$ cat config.mk
export PLATFORM = sky130hd
export DESIGN_NAME = rr_switch_allocator_flat
export DESIGN_NICKNAME = d
export VERILOG_FILES = /design/src/rtl/rr_switch_allocator_if.sv /design/src/rtl/rr_switch_allocator.sv /design/src/flat_wrapper.sv
export SDC_FILE = /design/constraint.sdc
export NUM_CORES = 1
export LEC_CHECK = 0
export CAP_MARGIN = 15
export CORE_ASPECT_RATIO = 0.75
export CORE_MARGIN = 8
export CORE_UTILIZATION = 48
export DETAILED_ROUTE_END_ITERATION = 7
export PLACE_DENSITY_LB_ADDON = 0.05
export SLEW_MARGIN = 10
export SYNTH_ARGS = -nofsm -noshare
export SYNTH_HDL_FRONTEND = slang
export SYNTH_SLANG_ARGS = --single-unit
export TNS_END_PERCENT = 5
$ cat constraint.sdc
create_clock -name clk -period 2.3 [get_ports clk]
set_clock_uncertainty 0.15 [all_clocks]
set_input_delay 0.345 -clock clk [delete_from_list [all_inputs] [get_ports clk]]
set_output_delay 0.345 -clock clk [all_outputs]
set_load 0.01 [all_outputs]
$ cat src/rtl/rr_switch_allocator_if.sv
// Request/grant bundle between the input ports and the switch allocator.
// slave = allocator side, master = input-port/datapath side.
interface rr_switch_allocator_if #(
  parameter int INPUTS        = 4,
  parameter int OUTPUTS       = 4,
  parameter int REQUEST_WIDTH = 2
);
  logic [INPUTS-1:0]                i_req_valid;
  logic [INPUTS*REQUEST_WIDTH-1:0]  i_req_dest;
  logic [INPUTS-1:0]                i_release;
  logic [INPUTS-1:0]                o_grant_ack;
  logic [INPUTS-1:0]                o_input_locked;
  logic [OUTPUTS*REQUEST_WIDTH-1:0] o_route_select;
  logic [OUTPUTS-1:0]               o_output_busy;

  modport slave (
    input  i_req_valid, i_req_dest, i_release,
    output o_grant_ack, o_input_locked, o_route_select, o_output_busy
  );

  modport master (
    output i_req_valid, i_req_dest, i_release,
    input  o_grant_ack, o_input_locked, o_route_select, o_output_busy
  );
endinterface

$ cat src/rtl/rr_switch_allocator.sv
// Per-output round-robin switch allocator: each output locks to one input from
// grant until that input's tail-flit release; all outputs are registered.
module rr_switch_allocator #(
  parameter int INPUTS        = 4,
  parameter int OUTPUTS       = 4,
  parameter int REQUEST_WIDTH = 2
) (
  input  logic                 clk,
  input  logic                 rst,
  rr_switch_allocator_if.slave bus
);

  typedef enum logic {
    ST_IDLE   = 1'b0,
    ST_LOCKED = 1'b1
  } state_e;

  state_e                   r_state     [OUTPUTS];
  state_e                   w_state_nxt [OUTPUTS];
  logic [REQUEST_WIDTH-1:0] r_owner     [OUTPUTS];
  logic [REQUEST_WIDTH-1:0] w_owner_nxt [OUTPUTS];
  logic [REQUEST_WIDTH-1:0] r_ptr       [OUTPUTS];
  logic [REQUEST_WIDTH-1:0] w_ptr_nxt   [OUTPUTS];
  logic [REQUEST_WIDTH-1:0] w_winner    [OUTPUTS];
  logic                     w_found     [OUTPUTS];
  logic [INPUTS-1:0]        w_cand      [OUTPUTS];
  logic [INPUTS-1:0]        r_grant_ack;
  logic [INPUTS-1:0]        w_grant_nxt;
  logic [INPUTS-1:0]        r_input_locked;
  logic [INPUTS-1:0]        w_locked_nxt;

  // (base + k) modulo INPUTS without a divider; k never exceeds INPUTS-1.
  function automatic logic [REQUEST_WIDTH-1:0] wrap_add(input logic [REQUEST_WIDTH-1:0] base,
                                                        input int k);
    int sum;
    sum = int'(base) + k;
    if (sum >= INPUTS) begin
      sum = sum - INPUTS;
    end else begin
      sum = sum;
    end
    return REQUEST_WIDTH'(sum);
  endfunction

  // Out-of-range destinations match no output, so they are never granted.
  for (genvar o = 0; o < OUTPUTS; o++) begin : g_cand
    for (genvar i = 0; i < INPUTS; i++) begin : g_in
      assign w_cand[o][i] = bus.i_req_valid[i] && !r_input_locked[i] &&
                            (bus.i_req_dest[i*REQUEST_WIDTH +: REQUEST_WIDTH] == REQUEST_WIDTH'(o));
    end
  end

  // Rotating first-candidate search starting at each output's pointer.
  always_comb begin
    for (int o = 0; o < OUTPUTS; o++) begin
      w_found[o]  = 1'b0;
      w_winner[o] = '0;
      for (int k = 0; k < INPUTS; k++) begin
        if (!w_found[o] && w_cand[o][wrap_add(r_ptr[o], k)]) begin
          w_found[o]  = 1'b1;
          w_winner[o] = wrap_add(r_ptr[o], k);
        end else begin
          w_found[o]  = w_found[o];
        end
      end
    end
  end

  // Per-output IDLE/LOCKED next state, grant pulses and input lock updates.
  always_comb begin
    w_grant_nxt  = '0;
    w_locked_nxt = r_input_locked;
    for (int o = 0; o < OUTPUTS; o++) begin
      w_state_nxt[o] = r_state[o];
      w_owner_nxt[o] = r_owner[o];
      w_ptr_nxt[o]   = r_ptr[o];
      case (r_state[o])
        ST_IDLE: begin
          if (w_found[o]) begin
            w_state_nxt[o]              = ST_LOCKED;
            w_owner_nxt[o]              = w_winner[o];
            w_ptr_nxt[o]                = wrap_add(w_winner[o], 1);
            w_grant_nxt[w_winner[o]]    = 1'b1;
            w_locked_nxt[w_winner[o]]   = 1'b1;
          end else begin
            w_state_nxt[o] = ST_IDLE;
          end
        end
        ST_LOCKED: begin
          if (bus.i_release[r_owner[o]]) begin
            w_state_nxt[o]            = ST_IDLE;
            w_owner_nxt[o]            = '0;
            w_locked_nxt[r_owner[o]]  = 1'b0;
          end else begin
            w_state_nxt[o] = ST_LOCKED;
          end
        end
        default: begin
          w_state_nxt[o] = ST_IDLE;
          w_owner_nxt[o] = '0;
        end
      endcase
    end
  end

  // State, owner, pointer and status registers.
  always_ff @(posedge clk) begin
    if (rst) begin
      for (int o = 0; o < OUTPUTS; o++) begin
        r_state[o] <= ST_IDLE;
        r_owner[o] <= '0;
        r_ptr[o]   <= '0;
      end
      r_grant_ack    <= '0;
      r_input_locked <= '0;
    end else begin
      for (int o = 0; o < OUTPUTS; o++) begin
        r_state[o] <= w_state_nxt[o];
        r_owner[o] <= w_owner_nxt[o];
        r_ptr[o]   <= w_ptr_nxt[o];
      end
      r_grant_ack    <= w_grant_nxt;
      r_input_locked <= w_locked_nxt;
    end
  end

  // Owner is cleared on release, so route_select reads 0 whenever idle.
  for (genvar o = 0; o < OUTPUTS; o++) begin : g_out
    assign bus.o_route_select[o*REQUEST_WIDTH +: REQUEST_WIDTH] = r_owner[o];
    assign bus.o_output_busy[o] = (r_state[o] == ST_LOCKED);
  end

  assign bus.o_grant_ack    = r_grant_ack;
  assign bus.o_input_locked = r_input_locked;

endmodule
$ cat src/flat_wrapper.sv
// flat-port wrapper written by rule: the top's interface ports become plain ports
module rr_switch_allocator_flat 
#(
  parameter int INPUTS        = 4,
  parameter int OUTPUTS       = 4,
  parameter int REQUEST_WIDTH = 2
)
  (clk, rst, bus_i_req_valid, bus_i_req_dest, bus_i_release, bus_o_grant_ack, bus_o_input_locked, bus_o_route_select, bus_o_output_busy);
  rr_switch_allocator_if #(.INPUTS(INPUTS), .OUTPUTS(OUTPUTS), .REQUEST_WIDTH(REQUEST_WIDTH)) bus_i ();
  input  logic clk;
  input  logic rst;
  input wire logic [$bits(bus_i.i_req_valid)-1:0] bus_i_req_valid;
  input wire logic [$bits(bus_i.i_req_dest)-1:0] bus_i_req_dest;
  input wire logic [$bits(bus_i.i_release)-1:0] bus_i_release;
  output wire logic [$bits(bus_i.o_grant_ack)-1:0] bus_o_grant_ack;
  output wire logic [$bits(bus_i.o_input_locked)-1:0] bus_o_input_locked;
  output wire logic [$bits(bus_i.o_route_select)-1:0] bus_o_route_select;
  output wire logic [$bits(bus_i.o_output_busy)-1:0] bus_o_output_busy;
  assign bus_i.i_req_valid = bus_i_req_valid;
  assign bus_i.i_req_dest = bus_i_req_dest;
  assign bus_i.i_release = bus_i_release;
  assign bus_o_grant_ack = bus_i.o_grant_ack;
  assign bus_o_input_locked = bus_i.o_input_locked;
  assign bus_o_route_select = bus_i.o_route_select;
  assign bus_o_output_busy = bus_i.o_output_busy;
  rr_switch_allocator #(.INPUTS(INPUTS), .OUTPUTS(OUTPUTS), .REQUEST_WIDTH(REQUEST_WIDTH)) u_core (.clk(clk), .rst(rst), .bus(bus_i));
endmodule
==> flow_summary_export.csv <==
group,metric,value,unit
final_layout,syn2layout_area_growth,38.3,%
logic_synthesis,synth_area,0.00220,mm2
drt,wirelength,6640,um
final_layout,layoutNonFillerInstCount,388,
setup_path,r2r_start,"u_core.bus.o_input_locked[2]",
drt,first_pass_iters,4,
global_route,grt_start_max_net_pins,21,
floorplanning,die_w,94.3,um
setup_path,crit_path_end,"u_core.bus.o_input_locked[2]",
setup_path,path_class,"flip-flop to flip-flop",
global_route,grt_first_pass_wirelength,10900,um
global_route,grt_pass1_vias,2114,
clocking,cts_hold_buffers,0,
final_layout,diodes,0,
floorplanning,core_area,0.00444,mm2
setup_path,ff2ff_setup_slack,0.05,ns
sta,finalMaxSlewViolations,0,
floorplanning,dieArea,0.00704,mm2
logic_synthesis,synth_edf_count,0,
setup_path,path_max_fanout,7,
placement,place_ws,-0.534,ns
logic_synthesis,ys_ff_latch,28,
drt,drc,0,
sta,min_period,2.25,ns
clocking,cts_buffers,3,
logic_synthesis,yosys-top-cells-count,"28 x dfxtp_1, 27 x nand2_1, 19 x inv_1",
clocking,clock-sinks,28,
power,p_int,1.07,mW
global_route,grtUsageTotal,0.196,
logic_synthesis,synth-async-reset-ratio,0,
clocking,htreeDepth,1,
power,combPwrFrac,0.438,
job,cap_violations,0,
logic_synthesis,ys_seq_area_frac,0.254,
sta,rsz0062_at_grt,"true",
power,irDropWorstVdd,0.322,mV
setup_path,cp-startpoint,"u_core.bus.o_input_locked[2]",
floorplanning,rows,21,
power,clkPwrFrac,0.165,
setup_path,r2r_end,"u_core.bus.o_input_locked[2]",
sta,fmax,445,MHz
worst_hold_path,hold_path_depth,2,
placement,portBuffers,37,
floorplanning,initial_core_util,0.496,
placement,dp_cells,380,
power,p_switching,0.588,mW
logic_synthesis,ys.flop_type,"dfxtp_1",
power,pwr-share-seq,0.396,
logic_synthesis,yosysTopAreaCellShare,0.254,
logic_synthesis,synth_top_cells_by_area,"dfxtp_1 25%, ha_1 9.1%, nand2_1 4.6%",
logic_synthesis,ys.warnings.count,0,
sta,final.setup.tns,0,ns
power,p_leak,1.26,nW
final_layout,final_layout_size_suffix_gt1_frac,0.263,
logic_synthesis,yosysMostFrequentCell,"dfxtp_1",
drt,dr_total_vias,2276,
drt,ant_nets,0,
run_status,status,"completed",
final_layout,fin_util,0.686,
final_layout,fillers,363,
global_route,antenna_found_initial,0,
global_route,grt.overflow.total,0,
drt,dr.first_iter.drc_count,213,
clocking,cts_root_buffer,"clkbuf_8",
final_layout,nets,367,
setup_path,rr_worst_depth,8,
power,power_density,543,mW/mm2
clocking,cts_max_path_buffers,2,
placement,dp_hpwl,5170,um
logic_synthesis,post_synth_inst_count,254,
setup_path,crit_path_end_kind,"flip-flop",
floorplanning,pin_count,38,
setup_path,startpoint_type,"flip-flop",
sta,worst_slew_pin_slew,0.434,ns
clocking,cts_tree,"done",
drt,wl_per_cell,17.1,um
setup_path,crit_required,2.33,ns
setup_path,cp.arrival,2.27,ns
sta,setup_viol,0,
sta,setup_ws,0.0536,ns
logic_synthesis,syn_area_per_cell,8.68,um2
drt,drt-vias-per-instance,5.87,
worst_hold_path,min_path_type,"flip-flop to flip-flop",
logic_synthesis,synth.distinct_cells,58,
logic_synthesis,yosysTopAreaCell,"dfxtp_1",
floorplanning,fp.dieH,74.7,um
clocking,clk_pin_slew,0.10,ns
sta,relSlewSlack,0.711,
logic_synthesis,syn-num-nets,288,
sta,holdWs,0.395,ns
placement,place.gp.congestion,0.834,
sta,fin_crit_sh,0.977,
clocking,insertion_delay,0.28,ns
sta,finalHoldViolCount,0,
power,switching_share,0.355,
[final cells by class]
class | count | area, um2 | area share
clock buffer | 3 | 41.3 | 0.0135
multi-input combinational | 195 | 1560 | 0.513
inverter | 19 | 71.3 | 0.0234
sequential | 28 | 571 | 0.187
timing repair buffer | 86 | 731 | 0.240
tap | 57 | 71.3 | 0.0234
[worst max-delay path, stage by stage (launching register included)]
cell	delay, ns
dfxtp_4	0.38
or4b_4	0.52
a211oi_4	0.20
o32ai_4	0.15
inv_2	0.12
ha_4	0.14
a2bb2oi_1	0.15
o21ai_1	0.08
a31oi_1	0.26
[metrics by stage]
| step | area (um2) | total power [mW] |
|---|---|---|
| after floorplan | 2200 | 1.02 |
| after global placement | 2900 | 1.35 |
| after detailed placement | 2900 | 1.36 |
| after CTS | 2990 | 1.64 |
| after global routing | 3050 | 1.77 |
| final | 3050 | 1.66 |
[per-layer routing]
layer / GRT usage / vias to the layer above / share of wire
li1: - / 1118 / -
met1: 0.292 / 1064 / 0.49
met2: 0.276 / 85 / 0.40
met3: 0.0398 / 9 / 0.097
met4: 0.0455 / 0 / 0.012
met5: 0 / - / 0
[what timing repair did]
| item | in CTS | in global routing |
|---|---|---|
| gates resized for setup | 16 | 20 |
| pin swaps | 4 | 10 |
| setup buffers | 2 | 3 |
| setup endpoints to repair | 10 | 11 |
[state kept, by name, summed over array words and instances (netlist names)]
signal and flops:
u_core.r_ptr 8, u_core.bus.o_input_locked 4, u_core.r_owner 8, u_core.bus.o_grant_ack 4, u_core.r_state 4
[logic make-up after synthesis]
group | after synthesis | synth area share
AND/OR/NAND/NOR | 97 | 0.289
flip-flops | 28 | 0.254
multiplexers | 8 | 0.0482
adder cells (fa/ha/maj) | 16 | 0.0908
buffers and inverters | 31 | 0.0653
AO/OA/AOI/OAI | 74 | 0.252
[worst min path at each step]
stage,from,endpoint
floorplan,rst,u_core.bus.o_input_locked[3]
global placement,u_core.r_owner[0][0],u_core.r_owner[0][0]
detailed placement,u_core.r_owner[0][0],u_core.r_owner[0][0]
CTS,u_core.r_owner[0][0],u_core.r_owner[0][0]
global route,u_core.r_ptr[3][0],u_core.r_ptr[3][0]
finish,u_core.r_owner[0][0],u_core.r_owner[0][0]
[cells in the final DEF, fill, tap and decap left out, types with 5 or more instances in the layout]
cell type	n
dlygate4sd2_1	6
and4bb_2	5
nand3b_1	5
inv_1	17
buf_4	49
clkdlybuf4s50_1	25
nor2_1	18
nand3_1	7
dfxtp_1	24
mux2i_1	5
o21ai_0	11
nand2_1	27
a31oi_1	5
ha_1	15
a21oi_1	14
[power by group through the flow]
stage                     sequential, mW  combinational, mW  clock (mW)
after detailed placement           0.659              0.698           0
final                              0.656              0.725       0.273
after global routing               0.670              0.793       0.304
after global placement             0.658              0.697           0
after floorplan                    0.639              0.384           0
after CTS                          0.650              0.713       0.277
No activity file was read; power rests on OpenSTA's default activity.
